===== config.mk =====
export PLATFORM = sky130hd
export DESIGN_NAME = seq_mult4
export DESIGN_NICKNAME = d
export VERILOG_FILES = /design/src/rtl/mult_pkg.sv /design/src/rtl/nibble_adder.sv /design/src/rtl/seq_mult4.sv
export SDC_FILE = /design/constraint.sdc
export NUM_CORES = 1
export LEC_CHECK = 0
export BUFFER_PORTS_ARGS = -buffer_cell sky130_fd_sc_hd__buf_2
export CORE_MARGIN = 10
export CORE_UTILIZATION = 52
export DETAILED_ROUTE_END_ITERATION = 12
export HOLD_SLACK_MARGIN = 0.05
export PLACE_DENSITY = 0.74
export SETUP_SLACK_MARGIN = 0.15
export SLEW_MARGIN = 20
export SYNTH_ARGS = -nofsm -noshare
export SYNTH_HDL_FRONTEND = slang
export SYNTH_HIERARCHICAL = 1
export SYNTH_SLANG_ARGS = --single-unit

===== constraint.sdc =====
create_clock -name clk -period 2.3 [get_ports clk]
set_input_delay 0.115 -clock clk [delete_from_list [all_inputs] [get_ports clk]]
set_output_delay 0.115 -clock clk [all_outputs]
set_load 0.03 [all_outputs]

===== src/rtl/mult_pkg.sv =====
// Shared types and constants for the sequential shift-add multiplier.
package mult_pkg;

  typedef enum logic [1:0] {
    IDLE = 2'd0,
    RUN  = 2'd1,
    DONE = 2'd2
  } state_t;

  localparam int DEF_WIDTH = 4;
  localparam int CNT_W     = $clog2(DEF_WIDTH);

  // Step-counter width for an arbitrary operand width; at least one bit.
  function automatic int cnt_width(input int w);
    return (w < 3) ? 1 : $clog2(w);
  endfunction

endpackage


===== src/rtl/nibble_adder.sv =====
// WIDTH-bit adder with carry-in, carry-out and two's-complement overflow.
module nibble_adder #(
  parameter int WIDTH = 4
) (
  input  logic [WIDTH-1:0] a,
  input  logic [WIDTH-1:0] b,
  input  logic             ci,
  output logic [WIDTH-1:0] sum,
  output logic             cout,
  output logic             ovf
);

  logic [WIDTH:0] full;
  logic           c_msb;

  // Full-width add; carry into the MSB is recovered from the MSB sum bit.
  always_comb begin
    full  = {1'b0, a} + {1'b0, b} + {{WIDTH{1'b0}}, ci};
    sum   = full[WIDTH-1:0];
    cout  = full[WIDTH];
    c_msb = a[WIDTH-1] ^ b[WIDTH-1] ^ full[WIDTH-1];
    ovf   = c_msb ^ full[WIDTH];
  end

endmodule


===== src/rtl/seq_mult4.sv =====
// Sequential shift-add multiplier: one partial-product add per cycle,
// WIDTH steps per product, valid/ready on both sides.
// Optional build macro SEQ_MULT_SIGNED_EN selects two's-complement operation
// (arithmetic shift plus a subtract on the final step); default is unsigned.
module seq_mult4
  import mult_pkg::*;
#(
  parameter int WIDTH = DEF_WIDTH
) (
  input  logic               clk,
  input  logic               rst,
  input  logic               in_valid,
  output logic               in_ready,
  input  logic [WIDTH-1:0]   a,
  input  logic [WIDTH-1:0]   b,
  output logic               out_valid,
  input  logic               out_ready,
  output logic [2*WIDTH-1:0] p
);

  localparam int CW = cnt_width(WIDTH);

  state_t           state;
  logic [WIDTH-1:0] mcand;
  logic [WIDTH-1:0] mq;
  logic [WIDTH-1:0] acc;
  logic [CW-1:0]    cnt;

  logic             last;
  logic [WIDTH-1:0] addend;
  logic             ci;
  logic [WIDTH-1:0] sum;
  logic             cout;
  logic             ovf;
  logic             msb;
  logic             flag_unused;

  assign last = (cnt == CW'(WIDTH - 1));

`ifdef SEQ_MULT_SIGNED_EN
  logic sub;

  // Signed step: the multiplier's sign bit carries negative weight, so the
  // final step subtracts mcand; the shifted-in bit is the true sum sign.
  always_comb begin
    sub         = last & mq[0];
    addend      = mq[0] ? (sub ? ~mcand : mcand) : '0;
    ci          = sub;
    msb         = sum[WIDTH-1] ^ ovf;
    flag_unused = cout;
  end
`else
  // Unsigned step: plain add, the carry-out becomes the new acc MSB.
  always_comb begin
    addend      = mq[0] ? mcand : '0;
    ci          = 1'b0;
    msb         = cout;
    flag_unused = ovf;
  end
`endif

  nibble_adder #(
    .WIDTH(WIDTH)
  ) u_add (
    .a    (acc),
    .b    (addend),
    .ci   (ci),
    .sum  (sum),
    .cout (cout),
    .ovf  (ovf)
  );

  assign p = {acc, mq};

  // Control FSM and shift registers; handshake outputs are registered decodes.
  always_ff @(posedge clk) begin
    if (rst) begin
      state     <= IDLE;
      in_ready  <= 1'b1;
      out_valid <= 1'b0;
      mcand     <= '0;
      mq        <= '0;
      acc       <= '0;
      cnt       <= '0;
    end else begin
      case (state)
        IDLE: begin
          if (in_valid) begin
            mcand    <= a;
            mq       <= b;
            acc      <= '0;
            cnt      <= '0;
            state    <= RUN;
            in_ready <= 1'b0;
          end
        end
        RUN: begin
          acc <= {msb, sum[WIDTH-1:1]};
          mq  <= {sum[0], mq[WIDTH-1:1]};
          cnt <= cnt + CW'(1);
          if (last) begin
            state     <= DONE;
            out_valid <= 1'b1;
          end
        end
        DONE: begin
          if (out_ready) begin
            state     <= IDLE;
            out_valid <= 1'b0;
            in_ready  <= 1'b1;
          end
        end
        default: begin
          state     <= IDLE;
          in_ready  <= 1'b1;
          out_valid <= 1'b0;
        end
      endcase
    end
  end

endmodule


==> flow_summary.json <==
{
  "outcome": "complete, no violations",
  "hold_viol_final": 0,
  "cts_tree": "built",
  "seq_power_share_pct": 53.9,
  "cts_resized": 0,
  "tightest_slew_ns": 0.582,
  "clockRootBuffer": "clkbuf_4",
  "htree_levels": 1,
  "via_per_inst": 5.06,
  "cp-start-kind": "flop",
  "clk_pin_slew_ns": 0.11,
  "cts_sinks": 18,
  "worstPathCellList": "and2_1, fa_1, inv_1, fa_1, nand2b_1, a21oi_2, a22oi_1, nor2_1",
  "pwr-share-clk_pct": 29.8,
  "netlist_area_um2": 956,
  "final_cell_mix": "buf_2 (21), dfxtp_1 (18), nor2_1 (15)",
  "syn_inst": 95,
  "path_max_fanout": 6,
  "p_total_uw": 641,
  "grt_antenna_before_repair": 0,
  "layout_commonest_cell": "buf_2",
  "grt_usage_pct": 9.22,
  "min_period_over_period_pct": 77.4,
  "fp-row-count": 15,
  "wire_per_inst_um": 13.1,
  "cp-end-kind": "flop",
  "cts_buffer_depth": 2,
  "syn_nets": 113,
  "gp_congestion": 0.847,
  "internal_power_uw": 469,
  "p_leak_uw": 0.000483,
  "grt_setup_unrepaired": "false",
  "max_freq_mhz": 562,
  "overflow": 0,
  "drc": 0,
  "ir_drop_v": 0.000489,
  "ff2ff_setup_slack_ns": 0.52,
  "finalNetCount": 134,
  "min_to": "mcand[2]",
  "first_pass_iters": 4,
  "slew_headroom_pct": 61.1,
  "combPwrFrac_pct": 16.2,
  "drt-total-wl_um": 1840,
  "drtIter0Drc": 12,
  "die_h_um": 62.9,
  "r2r-end": "acc[3]",
  "min_delay_path_depth": 3,
  "finalCriticalPeriod_ns": 1.78,
  "pwr_density_cell_nw_per_um2": 590,
  "initial_core_util_pct": 55.4,
  "ios": 22,
  "clk_latency_ns": 0.28,
  "grt_max_degree": 20,
  "post_cts_buffers": 0,
  "finalCoreUtilization_pct": 62.9,
  "dieArea_um2": 3950,
  "fin_hold_ws_ns": 0.0656,
  "ctsHoldBuffers": 0,
  "fp.dieW_um": 62.9,
  "r2r_start": "mq[0]",
  "avgSynthCellArea_um2": 10.1,
  "maxCapViolCount": 0,
  "syn2layout_area_growth_pct": 13.6,
  "finalSetupViolCount": 0,
  "cpPeakStageDelay_ns": 0.42,
  "drive_above_1_share_pct": 33.0,
  "grt_pass1_wl_um": 3040,
  "tns_ns": 0,
  "critPathSlowestCell": "dfxtp_1",
  "vias": 709,
  "worstPathArrival_ns": 2.01,
  "cts_buffers": 3,
  "finalMaxSlewViolations": 0,
  "hold_class": "input port to flop",
  "required_ns": 2.53,
  "rr_worst_depth": 8,
  "port_buffers": 21,
  "ys_warn_count": 6,
  "worstSetupPathType": "flop to flop",
  "hpwl_um": 1400,
  "diodes": 0,
  "ant_nets": 0,
  "core_area_um2": 1730,
  "critPathMostFrequentCell": "fa_1",
  "fin_worst_skew_ns": 0.00307,
  "swShare_pct": 26.9,
  "grt_pass1_vias": 703,
  "hold_start": "a[2]",
  "p_sw_uw": 172
}
==> sequential cells by signal, summed over array words and instances, names as in the netlist <==
| register | cells |
|---|---|
| state | 2 |
| mcand | 4 |
| in_ready | 1 |
| mq | 4 |
| acc | 4 |
| cnt | 2 |
| out_valid | 1 |
==> stage by stage <==
step                instances  setup WS (ns)  area, um^2
detailed placement        136          0.561        1050
global placement          136          0.606        1050
finish                    140          0.521        1090
CTS                       140          0.524        1090
floorplan                  95          0.472         956
global route              140          0.353        1090
==> area by class of cell <==
cell class	count	area (um^2)
Clock buffer	4	36.3
Fill cell	172	641
Inverter	6	22.5
Multi-Input combinational cell	66	531
Sequential cell	18	360
Tap cell	25	31.3
Timing Repair Buffer	21	105
==> critical path: cells and delay by family (launching register included) <==
| kind | cells | cell delay [ns] |
|---|---|---|
| and+or+nand+nor | 3 | 0.46 |
| DFF | 1 | 0.42 |
| buffers and inverters | 1 | 0.06 |
| AOI/OAI and AO/OA | 2 | 0.19 |
| adders and majority gates | 2 | 0.59 |
==> worst max-delay path by stage <==
stage,startpoint,end,slack (ns),cells after the start
5_1_grt,mq[0],acc[3],0.35,8
4_1_cts,mq[0],acc[3],0.52,8
2_1_floorplan,mq[0],acc[3],0.47,8
3_3_place_gp,mq[0],acc[3],0.61,8
6_report,mq[0],acc[3],0.52,8
3_5_place_dp,mq[0],acc[3],0.56,8
==> per-layer routing <==
| metal | track usage [%] | vias to the layer above | routed length, um |
|---|---|---|---|
| li1 | - | 368 | - |
| met1 | 10.9 | 319 | 858 |
| met2 | 14.7 | 20 | 867 |
| met3 | 3.58 | 2 | 91 |
| met4 | 3.07 | 0 | 23 |
| met5 | 0 | - | 0 |
==> power by group through the flow <==
stage | clock network (uW) | logic (uW) | registers [uW]
2_1_floorplan | 0 | 66.6 | 365
6_report | 191 | 104 | 346
3_3_place_gp | 0 | 103 | 352
3_5_place_dp | 0 | 105 | 353
5_1_grt | 211 | 113 | 349
4_1_cts | 199 | 106 | 346
Note: power is estimated with default switching activity, not from simulation.
